[src/rtl/winograd_tile_loader_if.sv]
`default_nettype none
// ============================================================================
//  Module      : winograd_tile_loader_if
//  Description : Bundle of control, memory-read and PE-side signals of the
//                Winograd tile loader. The master modport is the loader
//                itself. The slave modport is the surrounding system, which
//                holds the memories, the PE and the start logic.
//  Revision    : 1.0 - initial release
// ============================================================================
interface winograd_tile_loader_if #(
  parameter int KERNEL_SIZE       = 3,
  parameter int INPUT_TILE_SIZE   = 4,
  parameter int CHANNELS          = 3,
  parameter int INPUT_DATA_WIDTH  = 8,
  parameter int KERNEL_DATA_WIDTH = 8,
  parameter int ADDR_WIDTH        = 10
);
  localparam int c_N_IN  = INPUT_TILE_SIZE * INPUT_TILE_SIZE * CHANNELS;
  localparam int c_N_KER = KERNEL_SIZE * KERNEL_SIZE * CHANNELS;

  // Control
  logic                                   start;
  logic                                   reload_kernel;
  logic [ADDR_WIDTH-1:0]                  in_base_addr;
  logic [ADDR_WIDTH-1:0]                  ker_base_addr;
  logic                                   busy;
  logic                                   done;
  logic                                   out_xored;
  // Input tile memory
  logic                                   in_en;
  logic [ADDR_WIDTH-1:0]                  in_addr;
  logic [INPUT_DATA_WIDTH-1:0]            in_rdata;
  // Kernel memory
  logic                                   ker_en;
  logic [ADDR_WIDTH-1:0]                  ker_addr;
  logic [KERNEL_DATA_WIDTH-1:0]           ker_rdata;
  // PE side
  logic [c_N_IN*INPUT_DATA_WIDTH-1:0]     inpData;
  logic [c_N_KER*KERNEL_DATA_WIDTH-1:0]   Kernel;
  logic                                   pe_valid;
  logic                                   pe_ready;

  modport master (
    input  start, reload_kernel, in_base_addr, ker_base_addr,
    input  in_rdata, ker_rdata, pe_ready,
    output in_en, in_addr, ker_en, ker_addr,
    output inpData, Kernel, pe_valid, busy, done, out_xored
  );

  modport slave (
    output start, reload_kernel, in_base_addr, ker_base_addr,
    output in_rdata, ker_rdata, pe_ready,
    input  in_en, in_addr, ker_en, ker_addr,
    input  inpData, Kernel, pe_valid, busy, done, out_xored
  );
endinterface
`default_nettype wire

[src/rtl/winograd_tile_loader.sv]
`default_nettype none
// ============================================================================
//  Module      : winograd_tile_loader
//  Description : Fetches one input tile and, when needed, one kernel from two
//                synchronous-read memories with read latency RD_LATENCY. It
//                packs them MSB-first into flat buses and presents them to
//                the PE under a valid/ready handshake. The kernel stays
//                resident across tiles unless a reload is requested.
//  Options     : TILE_LOADER_CHECKSUM_EN - when defined, out_xored holds the
//                XOR-reduction of {inpData, Kernel}, loaded on PRESENT entry.
//                When undefined, out_xored is tied low.
//  Revision    : 1.0 - initial release
// ============================================================================
module winograd_tile_loader #(
  parameter int KERNEL_SIZE       = 3,
  parameter int INPUT_TILE_SIZE   = 4,
  parameter int CHANNELS          = 3,
  parameter int INPUT_DATA_WIDTH  = 8,
  parameter int KERNEL_DATA_WIDTH = 8,
  parameter int ADDR_WIDTH        = 10,
  parameter int RD_LATENCY        = 1
) (
  input  wire logic                  clk,
  input  wire logic                  reset,
  winograd_tile_loader_if.master     bus
);

  localparam int c_N_IN    = INPUT_TILE_SIZE * INPUT_TILE_SIZE * CHANNELS;
  localparam int c_N_KER   = KERNEL_SIZE * KERNEL_SIZE * CHANNELS;
  localparam int c_N_MAX   = (c_N_IN > c_N_KER) ? c_N_IN : c_N_KER;
  localparam int c_CW      = $clog2(c_N_MAX + 1);
  localparam int c_IN_TOT  = c_N_IN * INPUT_DATA_WIDTH;
  localparam int c_KER_TOT = c_N_KER * KERNEL_DATA_WIDTH;
  localparam int c_DW      = (RD_LATENCY > 1) ? $clog2(RD_LATENCY) : 1;

  localparam logic [c_CW-1:0] c_N_IN_CNT   = c_CW'(c_N_IN);
  localparam logic [c_CW-1:0] c_N_KER_CNT  = c_CW'(c_N_KER);
  localparam logic [c_CW-1:0] c_LAST_IN    = c_CW'(c_N_IN - 1);
  localparam logic [c_CW-1:0] c_LAST_KER   = c_CW'(c_N_MAX - 1);
  localparam logic [c_DW-1:0] c_DRAIN_LAST = c_DW'(RD_LATENCY - 1);

  typedef enum logic [1:0] {
    S_IDLE    = 2'd0,
    S_FETCH   = 2'd1,
    S_DRAIN   = 2'd2,
    S_PRESENT = 2'd3
  } state_t;

  // One tag per issued read, travelling alongside the memory latency.
  typedef struct packed {
    logic            vin;
    logic            vker;
    logic [c_CW-1:0] idx;
  } tag_t;

  state_t                  r_state;
  state_t                  w_state_nxt;
  logic [ADDR_WIDTH-1:0]   r_in_base;
  logic [ADDR_WIDTH-1:0]   r_ker_base;
  logic                    r_ld_ker;
  logic                    r_kernel_loaded;
  logic [c_CW-1:0]         r_cnt;
  logic [c_CW-1:0]         w_cnt_last;
  logic [c_DW-1:0]         r_drain;
  tag_t                    r_tag [RD_LATENCY];
  tag_t                    w_ret;
  logic [c_IN_TOT-1:0]     r_inp;
  logic [c_IN_TOT-1:0]     w_inp_nxt;
  logic [c_KER_TOT-1:0]    r_ker;
  logic [c_KER_TOT-1:0]    w_ker_nxt;
  logic                    r_done;
  logic                    w_in_en;
  logic                    w_ker_en;
  logic                    w_start_acc;
  logic                    w_fetch_last;
  logic                    w_enter_present;
  logic                    w_handshake;

  // A kernel load stretches the fetch phase to the longer of the two streams.
  assign w_cnt_last = (r_ld_ker && (c_N_KER > c_N_IN)) ? c_LAST_KER : c_LAST_IN;

  // State register.
  always_ff @(posedge clk or posedge reset) begin
    if (reset) r_state <= S_IDLE;
    else       r_state <= w_state_nxt;
  end

  // Next-state logic plus the read strobes and the phase-transition events.
  always_comb begin
    w_state_nxt     = r_state;
    w_in_en         = 1'b0;
    w_ker_en        = 1'b0;
    w_start_acc     = 1'b0;
    w_fetch_last    = 1'b0;
    w_enter_present = 1'b0;
    w_handshake     = 1'b0;
    case (r_state)
      S_IDLE: begin
        if (bus.start) begin
          w_start_acc = 1'b1;
          w_state_nxt = S_FETCH;
        end
      end
      S_FETCH: begin
        w_in_en  = (r_cnt < c_N_IN_CNT);
        w_ker_en = r_ld_ker && (r_cnt < c_N_KER_CNT);
        if (r_cnt == w_cnt_last) begin
          w_fetch_last = 1'b1;
          w_state_nxt  = S_DRAIN;
        end
      end
      S_DRAIN: begin
        if (r_drain == c_DRAIN_LAST) begin
          w_enter_present = 1'b1;
          w_state_nxt     = S_PRESENT;
        end
      end
      S_PRESENT: begin
        if (bus.pe_ready) begin
          w_handshake = 1'b1;
          w_state_nxt = S_IDLE;
        end
      end
      default: w_state_nxt = S_IDLE;
    endcase
  end

  // Latch the request context when a start is accepted.
  always_ff @(posedge clk or posedge reset) begin
    if (reset) begin
      r_in_base  <= '0;
      r_ker_base <= '0;
      r_ld_ker   <= 1'b0;
    end else if (w_start_acc) begin
      r_in_base  <= bus.in_base_addr;
      r_ker_base <= bus.ker_base_addr;
      r_ld_ker   <= bus.reload_kernel | ~r_kernel_loaded;
    end
  end

  // The kernel becomes resident once a kernel fetch has fully retired.
  always_ff @(posedge clk or posedge reset) begin
    if (reset)                           r_kernel_loaded <= 1'b0;
    else if (w_enter_present && r_ld_ker) r_kernel_loaded <= 1'b1;
  end

  // The fetch index restarts at each accepted start and steps every FETCH cycle.
  always_ff @(posedge clk or posedge reset) begin
    if (reset)                   r_cnt <= '0;
    else if (w_start_acc)        r_cnt <= '0;
    else if (r_state == S_FETCH) r_cnt <= r_cnt + 1'b1;
  end

  // The drain counter covers the read latency after the last issue.
  always_ff @(posedge clk or posedge reset) begin
    if (reset)                   r_drain <= '0;
    else if (w_fetch_last)       r_drain <= '0;
    else if (r_state == S_DRAIN) r_drain <= r_drain + 1'b1;
  end

  // The first tag stage records what is issued this cycle.
  always_ff @(posedge clk or posedge reset) begin
    if (reset) r_tag[0] <= '0;
    else       r_tag[0] <= '{vin: w_in_en, vker: w_ker_en, idx: r_cnt};
  end

  generate
    if (RD_LATENCY > 1) begin : g_tag_pipe
      for (genvar s = 1; s < RD_LATENCY; s++) begin : g_stage
        // Later stages delay the tag so it meets its data at the memory output.
        always_ff @(posedge clk or posedge reset) begin
          if (reset) r_tag[s] <= '0;
          else       r_tag[s] <= r_tag[s-1];
        end
      end
    end
  endgenerate

  assign w_ret = r_tag[RD_LATENCY-1];

  // Element i lands in the slot for i, so address base+0 sits in the MSBs.
  generate
    for (genvar j = 0; j < c_N_IN; j++) begin : g_in_slot
      assign w_inp_nxt[c_IN_TOT-1-j*INPUT_DATA_WIDTH -: INPUT_DATA_WIDTH] =
        (w_ret.vin && (w_ret.idx == c_CW'(j))) ? bus.in_rdata
                                               : r_inp[c_IN_TOT-1-j*INPUT_DATA_WIDTH -: INPUT_DATA_WIDTH];
    end
    for (genvar j = 0; j < c_N_KER; j++) begin : g_ker_slot
      assign w_ker_nxt[c_KER_TOT-1-j*KERNEL_DATA_WIDTH -: KERNEL_DATA_WIDTH] =
        (w_ret.vker && (w_ret.idx == c_CW'(j))) ? bus.ker_rdata
                                                : r_ker[c_KER_TOT-1-j*KERNEL_DATA_WIDTH -: KERNEL_DATA_WIDTH];
    end
  endgenerate

  // Packed buses change only when a tagged read retires. A skipped kernel
  // load therefore leaves Kernel bit-exact.
  always_ff @(posedge clk or posedge reset) begin
    if (reset) begin
      r_inp <= '0;
      r_ker <= '0;
    end else begin
      r_inp <= w_inp_nxt;
      r_ker <= w_ker_nxt;
    end
  end

  // done pulses for the one cycle after the PE handshake.
  always_ff @(posedge clk or posedge reset) begin
    if (reset) r_done <= 1'b0;
    else       r_done <= w_handshake;
  end

`ifdef TILE_LOADER_CHECKSUM_EN
  logic r_xored;

  // The checksum uses the post-capture values, so the final retiring element is included.
  always_ff @(posedge clk or posedge reset) begin
    if (reset)                r_xored <= 1'b0;
    else if (w_enter_present) r_xored <= ^{w_inp_nxt, w_ker_nxt};
  end

  assign bus.out_xored = r_xored;
`else
  assign bus.out_xored = 1'b0;
`endif

  // Addresses are forced to zero when their strobe is low.
  assign bus.in_en    = w_in_en;
  assign bus.in_addr  = w_in_en  ? (r_in_base  + ADDR_WIDTH'(r_cnt)) : '0;
  assign bus.ker_en   = w_ker_en;
  assign bus.ker_addr = w_ker_en ? (r_ker_base + ADDR_WIDTH'(r_cnt)) : '0;
  assign bus.inpData  = r_inp;
  assign bus.Kernel   = r_ker;
  assign bus.pe_valid = (r_state == S_PRESENT);
  assign bus.busy     = (r_state != S_IDLE);
  assign bus.done     = r_done;

endmodule
`default_nettype wire

[src/flat_wrapper.sv]
// flat-port wrapper written by rule: the top's interface ports become plain ports
module winograd_tile_loader_flat 
#(
  parameter int KERNEL_SIZE       = 3,
  parameter int INPUT_TILE_SIZE   = 4,
  parameter int CHANNELS          = 3,
  parameter int INPUT_DATA_WIDTH  = 8,
  parameter int KERNEL_DATA_WIDTH = 8,
  parameter int ADDR_WIDTH        = 10,
  parameter int RD_LATENCY        = 1
)
  (clk, reset, bus_start, bus_reload_kernel, bus_in_base_addr, bus_ker_base_addr, bus_in_rdata, bus_ker_rdata, bus_pe_ready, bus_in_en, bus_in_addr, bus_ker_en, bus_ker_addr, bus_inpData, bus_Kernel, bus_pe_valid, bus_busy, bus_done, bus_out_xored);
  winograd_tile_loader_if #(.KERNEL_SIZE(KERNEL_SIZE), .INPUT_TILE_SIZE(INPUT_TILE_SIZE), .CHANNELS(CHANNELS), .INPUT_DATA_WIDTH(INPUT_DATA_WIDTH), .KERNEL_DATA_WIDTH(KERNEL_DATA_WIDTH), .ADDR_WIDTH(ADDR_WIDTH)) bus_i ();
  input  wire logic clk;
  input  wire logic reset;
  input wire logic [$bits(bus_i.start)-1:0] bus_start;
  input wire logic [$bits(bus_i.reload_kernel)-1:0] bus_reload_kernel;
  input wire logic [$bits(bus_i.in_base_addr)-1:0] bus_in_base_addr;
  input wire logic [$bits(bus_i.ker_base_addr)-1:0] bus_ker_base_addr;
  input wire logic [$bits(bus_i.in_rdata)-1:0] bus_in_rdata;
  input wire logic [$bits(bus_i.ker_rdata)-1:0] bus_ker_rdata;
  input wire logic [$bits(bus_i.pe_ready)-1:0] bus_pe_ready;
  output wire logic [$bits(bus_i.in_en)-1:0] bus_in_en;
  output wire logic [$bits(bus_i.in_addr)-1:0] bus_in_addr;
  output wire logic [$bits(bus_i.ker_en)-1:0] bus_ker_en;
  output wire logic [$bits(bus_i.ker_addr)-1:0] bus_ker_addr;
  output wire logic [$bits(bus_i.inpData)-1:0] bus_inpData;
  output wire logic [$bits(bus_i.Kernel)-1:0] bus_Kernel;
  output wire logic [$bits(bus_i.pe_valid)-1:0] bus_pe_valid;
  output wire logic [$bits(bus_i.busy)-1:0] bus_busy;
  output wire logic [$bits(bus_i.done)-1:0] bus_done;
  output wire logic [$bits(bus_i.out_xored)-1:0] bus_out_xored;
  assign bus_i.start = bus_start;
  assign bus_i.reload_kernel = bus_reload_kernel;
  assign bus_i.in_base_addr = bus_in_base_addr;
  assign bus_i.ker_base_addr = bus_ker_base_addr;
  assign bus_i.in_rdata = bus_in_rdata;
  assign bus_i.ker_rdata = bus_ker_rdata;
  assign bus_i.pe_ready = bus_pe_ready;
  assign bus_in_en = bus_i.in_en;
  assign bus_in_addr = bus_i.in_addr;
  assign bus_ker_en = bus_i.ker_en;
  assign bus_ker_addr = bus_i.ker_addr;
  assign bus_inpData = bus_i.inpData;
  assign bus_Kernel = bus_i.Kernel;
  assign bus_pe_valid = bus_i.pe_valid;
  assign bus_busy = bus_i.busy;
  assign bus_done = bus_i.done;
  assign bus_out_xored = bus_i.out_xored;
  winograd_tile_loader #(.KERNEL_SIZE(KERNEL_SIZE), .INPUT_TILE_SIZE(INPUT_TILE_SIZE), .CHANNELS(CHANNELS), .INPUT_DATA_WIDTH(INPUT_DATA_WIDTH), .KERNEL_DATA_WIDTH(KERNEL_DATA_WIDTH), .ADDR_WIDTH(ADDR_WIDTH), .RD_LATENCY(RD_LATENCY)) u_core (.clk(clk), .reset(reset), .bus(bus_i));
endmodule
[config.mk]
export PLATFORM = sky130hd
export DESIGN_NAME = winograd_tile_loader_flat
export DESIGN_NICKNAME = d
export VERILOG_FILES = /design/src/rtl/winograd_tile_loader_if.sv /design/src/rtl/winograd_tile_loader.sv /design/src/flat_wrapper.sv
export SDC_FILE = /design/constraint.sdc
export NUM_CORES = 1
export LEC_CHECK = 0
export ABC_AREA = 0
export CAP_MARGIN = 20
export CELL_PAD_IN_SITES_DETAIL_PLACEMENT = 1
export CELL_PAD_IN_SITES_GLOBAL_PLACEMENT = 1
export CORE_ASPECT_RATIO = 0.75
export CORE_MARGIN = 5
export CORE_UTILIZATION = 40
export DETAILED_ROUTE_END_ITERATION = 8
export PLACE_DENSITY = 0.9
export SETUP_SLACK_MARGIN = 0.05
export SLEW_MARGIN = 20
export SYNTH_ARGS = -nofsm -noshare
export SYNTH_HDL_FRONTEND = slang
export SYNTH_SLANG_ARGS = --single-unit
[constraint.sdc]
create_clock -name clk -period 35.5 [get_ports clk]
set_clock_uncertainty 0.1 [all_clocks]
set_input_delay 7.1 -clock clk [delete_from_list [all_inputs] [get_ports clk]]
set_output_delay 7.1 -clock clk [all_outputs]
set_load 0.05 [all_outputs]
# Yosys cells after proc, flatten, opt, wreduce, memory -nomap -nowiden
# Index checks and enable logic that the tools add are counted.
classes:
  add_sub_neg: 4
  order_cmp: 2
  n_eq_ne: 55
  muxes: 21
  bitwise: 2
  reduce_logical: 83
ops:
  columns: ["op", "count"]
  rows:
  - ["equality test 6 bit (second input constant)", 17]
  - ["equality test 6 x 5 -> 1 bit (second input constant)", 16]
  - ["logical AND 1 bit", 77]
  - ["equality test 6 x 4 -> 1 bit (second input constant)", 8]
  - ["equality test 6 x 3 -> 1 bit (second input constant)", 4]
  - ["adder 10 x 6 -> 10 bit", 2]
  - ["two-way mux 10 bit", 2]
  - ["equality test 6 x 2 -> 1 bit (second input constant)", 2]
  - ["two-way mux 1 bit", 12]
  - ["two-way mux 6 bit", 2]
  - ["two-way mux 2 bit", 4]
  - ["case mux 2 bit (4 select lines)", 1]
  - ["adder 6 x 1 -> 6 bit (second input constant)", 1]
  - ["equality test 6 x 1 -> 1 bit (second input constant)", 1]
  - ["logical NOT 6 bit", 1]
  - ["< comparator 6 x 5 -> 1 bit (second input constant)", 1]
  - ["< comparator 6 bit (second input constant)", 1]
  - ["!= test 2 bit (second input constant)", 3]
  - ["nonzero test 2 bit", 3]
  - ["equality test 2 bit (second input constant)", 2]
  - ["AND reduction 4 bit", 1]
  - ["equality test 2 x 1 -> 1 bit (second input constant)", 1]
  - ["logical NOT 2 bit", 1]
  - ["!= test 2 x 1 -> 1 bit (second input constant)", 1]
  - ["other kinds (3)", 3]
totals:
  reg_bits: 640
  inputBits: 41
  out_inout_bits: 626
  elab_cells: 253

# Depth between registers and ports, before layout
# Gate-level depths: netlist (run 1).
depth:
  ltp_word: 4
  mapped_depth: 8
  ltp_nobuf: 8

# Worst setup path before layout (run 1)
# No wires, ideal clock.
synth_path:
  kind: "reg2out"
  start: "register u_core.r_cnt[0]"
  end: "output bus_ker_addr[6]"
  arrival_time_ns: 2.619
  t_required_ns: 28.300
  path_slack_ns: 25.681
  stages_incl_launch_ff: 9
  n_path_buf: 0
  path_cell_list: "dfrtp_1 ha_1 inv_1 fa_1 nor2b_1 o31a_1 o21a_1 nor3_1 nor3_1"
synth_between:
  elab_chain_len: 4
  elab_cells_between_ends: 5
  classes_between: "add/sub (1); order compare (1); mux (2); reduce/logical (1)"
synth_lines:
  columns: ["item", "line_no", "text"]
  rows:
  - ["start: declaration", "winograd_tile_loader.sv:62", "logic [c_CW-1:0] r_cnt;"]
  - ["start signal: assignment", "winograd_tile_loader.sv:151", "else if (r_state == S_FETCH) r_cnt <= r_cnt + 1'b1;"]
  - ["< comparator 6 x 5 -> 1 bit", "winograd_tile_loader.sv:106", "w_ker_en = r_ld_ker && (r_cnt < c_N_KER_CNT);"]
  - ["logical AND 1 bit", "winograd_tile_loader.sv:106", null]
  - ["two-way mux 1 bit", "winograd_tile_loader.sv:97", "case (r_state)"]
  - ["two-way mux 10 bit *", "winograd_tile_loader.sv:231", "assign bus.ker_addr = w_ker_en ? (r_ker_base + ADDR_WIDTH'(r_cnt)) : '0;"]
  - ["end: declaration", "flat_wrapper.sv:26", "output wire logic [$bits(bus_i.ker_addr)-1:0] bus_ker_addr;"]
# Mark *: on every way between the ends. The rest lies on a longest branch, timed or not.

# Final worst setup path (run 1)
layout_path:
  start: "register u_core.r_cnt[0]"
  end: "output bus_in_addr[6]"
layout_between:
  elab_chain_len: 3
  elab_cells_between_ends: 4
  classes_between: "add/sub (1); order compare (1); mux (2)"
layout_lines:
  columns: ["item", "line_no", "text"]
  rows:
  - ["branches (longest 2 deep; another with adder 10 x 6 -> 10 bit)", null, null]
  - ["two-way mux 10 bit *", "winograd_tile_loader.sv:229", "assign bus.in_addr = w_in_en ? (r_in_base + ADDR_WIDTH'(r_cnt)) : '0;"]
  - ["end: declaration", "flat_wrapper.sv:24", "output wire logic [$bits(bus_i.in_addr)-1:0] bus_in_addr;"]
# Mark *: on every way between the ends.

==> impl_metrics.ini, run 1 <==
[grt]
grt_pass1_wl_um = 140000
antenna_found_initial = 5
grt_usage_pct = 27.6
grt_max_degree = 122
overflow = 0
first_global_vias = 19600

[worst_setup_path]
path_max_fanout = 6
crit_chain = ha_1, inv_1, fa_1, nor2b_1, o21ai_0, a21boi_0, nand4b_1, o211ai_1, clkdlybuf4s50_1
reg2reg_depth = 4
cp.required_ps = 28300
crit_arrival_ps = 3810
cp-end-kind = primary output
slowest_delay_ps = 850
crit_type = reg -> out
start_kind = flop
crit_slowest_cell = clkdlybuf4s50_1

[layout]
n_fill_cell = 5878
nets = 2352
seq_area_um2 = 16000
stdcell_area_um2 = 34900
n_antenna_cell = 0
multi_input_area_um2 = 8800
area_delta_synth_final_pct = 38.3
final_cells = 3149
final_util_pct = 56.0
drive_gt1_share_pct = 35.4

[cts]
cts_buffers = 66
post-cts-setup-buffers = 0
path_clk_slew_ps = 60
htreeDepth = 3
cts_tree = yes
cts_sinks = 640
cts_resized = 0
cts_buffer_depth = 3
clkLatencyLatePin_ps = 580
hold_buffers = 0
root_buffer = clkbuf_16

[synth]
seq_area_frac_synth_pct = 63.5
synth_nets = 1670
ys.flop_type = dfrtp_1
netlist.area_leader.share_pct = 63.5
syn-cell-area_um2 = 25200
synth_area_leaders = dfrtp_1, mux2_2, nand2_2
netlist_instances = 1609
synth_area_leader_cell = dfrtp_1
ys_ff_latch = 640
yosys.cell_types.count = 56
synth.cells.most_frequent = dfrtp_1, mux2_2, clkbuf_1
syn_area_per_cell_um2 = 15.7
synth_most_common_cell = dfrtp_1
async_flop_share_pct = 100
synth_edf_count = 0
ys_warn_count = 0

[floorplanning]
num_rows = 79
core-area_um2 = 62300
dieArea_um2 = 68200
start_util_pct = 40.5
io-pin-count = 667
die_x_um = 300
die_y_um = 227

[pwr]
switching_power_mw = 0.510
power_frac_seq_pct = 44.7
p_leak_nw = 14.8
total_power_mw = 1.75
vdd_ir_drop_max_mv = 0.0362
p_per_area_nw_per_um2 = 50.3
internal_power_mw = 1.24
switching_share_pct = 29.1
clkPwrFrac_pct = 40.5
combPwrFrac_pct = 14.8

[timing]
grt_setup_unrepaired = false
setup-tns-final_ps = 0
layout_min_cycle_time_ps = 11010
whs_ps = 381
worstMarginPinSlew_ps = 1040
finalSetupViolCount = 0
slew_viol_final = 0
fmax_mhz = 90.8
timing.slew.headroom_pct = 30.1
hold_viol = 0
setup_slack_ps = 24490
period_share_pct = 31.0

[route]
routed_wl_um = 96100
ant_nets = 0
vias = 17000
drc = 0
drt_iter0_markers = 798
wire_per_inst_um = 30.5
vias_per_cell = 5.39
first_pass_iters = 4

[place]
placed_cell_area_um2 = 32700
gp_congestion = 0.846
dpl.hpwl_um = 63800
placed_cells = 3033
pre_cts_ws_ps = 24190
port_buffers = 665

[worst_hold_path]
min_path_type = reg -> reg
min_path_cells = 1

[run_status]
status = finished, final reports clean

[flow_run]
maxCapViolations = 0
==> critical path, delay by kind of cell, from the launching register on <==
kind	cells	cell delay, ps
and+or+nand+nor	2	350
DFF	1	490
buffers and inverters	2	920
adders and majority gates	2	650
AOI/OAI and AO/OA	3	820
==> per-layer routing <==
metal  global-route usage (%)  vias to the layer above  share of wire [%]
met5                        0                        -                  0
met4                     11.2                        0                4.5
met3                     8.12                      215                7.3
met2                     48.9                      668                 51
met1                     31.6                     9071                 38
li1                         -                     7011                  -
==> layout make-up <==
class,instances,share of cell area (%)
repair buffers,692,19.6
well taps,810,2.91
inverters,16,0.194
multi-input cells,875,25.2
flip-flops and latches,640,45.9
clock buffers,98,5.54
clock inverters,18,0.638
==> worst paths after layout <==
| check | startpoint | end | slack, ps |
|---|---|---|---|
| worst min-delay path | u_core.r_kernel_loaded | u_core.r_ld_ker | 380 |
| worst max register to register | u_core.r_tag[5] | u_core.bus.inpData[347] | 32610 |
| worst min register to register | u_core.r_kernel_loaded | u_core.r_ld_ker | 380 |
| worst max-delay path | u_core.r_cnt[0] | bus_in_addr[6] | 24490 |
| max in group asynchronous | reset | u_core.bus.inpData[119] | 25240 |
| min in group asynchronous | reset | u_core.bus.inpData[77] | 7010 |
==> flip-flops by register name, indices dropped and copies added, names as in the netlist <==
name	cells
u_core.bus.Kernel	216
u_core.bus.done	1
u_core.bus.inpData	384
u_core.r_cnt	6
u_core.r_drain	1
u_core.r_in_base	10
u_core.r_ker_base	10
u_core.r_kernel_loaded	1
u_core.r_ld_ker	1
u_core.r_state	2
u_core.r_tag	8
==> cell usage in the layout (no fill, tap or decap), types with 4 or more instances in the layout <==
cell,synthesis,layout
a211oi_1,5,5
a21oi_1,8,8
and2_1,5,5
buf_2,6,8
buf_4,7,24
clkbuf_1,60,16
clkbuf_16,0,66
clkbuf_8,0,16
clkdlybuf4s50_1,0,657
clkinv_2,0,4
dfrtp_1,640,640
ha_1,18,18
inv_1,16,15
inv_6,0,5
mux2_1,5,5
mux2_2,613,613
nand2_1,29,29
nand2_2,42,42
nand3_1,5,5
nor2_1,25,25
nor2_2,8,8
nor2_4,12,12
nor2_8,4,4
nor2b_1,5,5
nor3_1,13,13
nor3_2,5,5
o211ai_1,4,4
o21ai_0,10,10
or2_1,4,4
xor2_1,9,9
==> power by group through the flow <==
stage | Clock [mW] | Combinational, mW | Sequential, mW
6_report | 0.710 | 0.260 | 0.783
3_5_place_dp | 0 | 0.259 | 0.794
4_1_cts | 0.720 | 0.262 | 0.783
3_3_place_gp | 0 | 0.252 | 0.791
2_1_floorplan | 0 | 0.0445 | 0.903
5_1_grt | 0.751 | 0.268 | 0.785
==> cells by family after synthesis <==
group           synth area share [%]
xor+xnor                       0.382
fa+ha+maj                       1.05
flops                           63.5
buf+inv                         1.62
simple gates                    4.74
other cells                   0.0149
compound gates                  1.07
mux                             27.6
No activity file was read; power rests on OpenSTA's default activity.
==> run 2, diff against run 1 <==
- CORE_UTILIZATION: 40 -> 36
- PLACE_DENSITY: 0.9 -> 0.86
- clock period: 35.5 -> 9.27 ns (I/O delays scaled with it)
==> run 2 against run 1 <==
Against the previous run: sequential power grew to 3.8 times the previous value; via count shrank 2.0%; combinational power grew to 3.8 times the previous value; final cell count grew 4.4%; setup slack lost 21000 ps; non-clock buffer count grew 2; hold slack lost 5.9 ps; critical path type unchanged.
==> impl_metrics.ini, run 2 (synthesis results as in run 1) <==
[cts]
htreeDepth = 3
path_clk_slew_ps = 60
clkLatencyLatePin_ps = 600
post-cts-setup-buffers = 0
hold_buffers = 0
cts_resized = 0
root_buffer = clkbuf_16
cts_tree = yes
cts_buffer_depth = 3
cts_sinks = 640
cts_buffers = 68

[timing]
finalSetupViolCount = 0
timing.slew.headroom_pct = 31.7
fmax_mhz = 177
period_share_pct = 61.0
setup_slack_ps = 3620
hold_viol = 0
grt_setup_unrepaired = false
slew_viol_final = 0
layout_min_cycle_time_ps = 5650
worstMarginPinSlew_ps = 1020

[layout]
area_delta_synth_final_pct = 39.5
n_fill_cell = 6862
multi_input_area_um2 = 8810
final_cell_mix = clkdlybuf4s50_1, dfrtp_1, mux2_2
drive_gt1_share_pct = 35.6
final_cells = 3289
stdcell_area_um2 = 35200
final_common_cell = clkdlybuf4s50_1
nets = 2356
largest_register_ffs = 384
seq_area_um2 = 16000
final_util_pct = 50.4

[worst_setup_path]
crit_family = simple AND/OR/NAND/NOR gates
slowest_delay_ps = 840
crit_arrival_ps = 3700
cp.required_ps = 7320
start_kind = flop
path_max_fanout = 12
crit_type = reg -> out
crit_chain = inv_1, ha_1, nand2_1, or4b_2, o211ai_1, clkdlybuf4s50_1
crit_slowest_cell = clkdlybuf4s50_1
crit_buf_inv = 2
cp-end-kind = primary output

[route]
first_pass_iters = 5
ant_nets = 0
drt_iter0_markers = 848
drc = 0
vias = 16600
wire_per_inst_um = 27.3
vias_per_cell = 5.06
routed_wl_um = 89900

[floorplanning]
core-area_um2 = 69800
num_rows = 84
start_util_pct = 36.1
die_y_um = 239
die_x_um = 316
io-pin-count = 667
dieArea_um2 = 75500

[grt]
grt_usage_pct = 23.3
antenna_found_initial = 4
first_global_vias = 19100
overflow = 0
grt_pass1_wl_um = 131000
grt_max_degree = 178

[run_status]
status = finished, final reports clean

[place]
dpl.hpwl_um = 61600
gp_congestion = 0.845
pre_cts_ws_ps = 4280
placed_cell_area_um2 = 32900
port_buffers = 665
placed_cells = 3170

[pwr]
vdd_ir_drop_max_mv = 0.129
p_leak_nw = 14.9
p_per_area_nw_per_um2 = 191

[flow_run]
maxCapViolations = 0

[worst_hold_path]
min_path_type = reg -> reg
[run 2: path summary, 6_finish.rpt]
check,startpoint,endpoint,slack [ps],depth (start not counted)
max,u_core.r_state[1],bus_in_addr[6],3620,6
min,u_core.r_kernel_loaded,u_core.r_ld_ker,380,1
max reg2reg,u_core.r_tag[0],u_core.bus.Kernel[4],6570,4
min reg2reg,u_core.r_kernel_loaded,u_core.r_ld_ker,380,1
max in group asynchronous,reset,u_core.bus.inpData[193],5340,5
min in group asynchronous,reset,u_core.bus.inpData[220],1700,2
[run 2: power by group]
part | switching (mW) | leakage (nW) | internal [mW]
Sequential | 0.0780 | 7.63 | 2.92
Combinational | 0.675 | 6.19 | 0.308
Clock | 1.17 | 1.09 | 1.58
[run 2: final cells by class]
type                            instances  share of cell area (%)
Inverter                               16                   0.181
Antenna cell                            1                 0.00711
Tap cell                              946                    3.36
Multi-Input combinational cell        875                    25.0
Clock inverter                         23                   0.864
Sequential cell                       640                    45.5
Timing Repair Buffer                  694                    19.6
Clock buffer                           94                    5.46
[run 2: layer usage]
| metal | wire [um] | global-route usage [%] |
|---|---|---|
| met4 | 3820 | 9.28 |
| met3 | 6390 | 6.80 |
| met2 | 45200 | 40.3 |
| met1 | 34500 | 27.6 |
| met5 | 41 | 0 |
[run 2: per-stage QoR]
| step | hold slack [ps] | power (mW) | TNS, ps |
|---|---|---|---|
| after floorplan | 330 | 3.63 | -913110 |
| after global placement | 356 | 4.00 | 0 |
| after detailed placement | 350 | 4.03 | 0 |
| after CTS | 372 | 6.79 | 0 |
| after global routing | 399 | 6.94 | 0 |
| final | 375 | 6.72 | 0 |
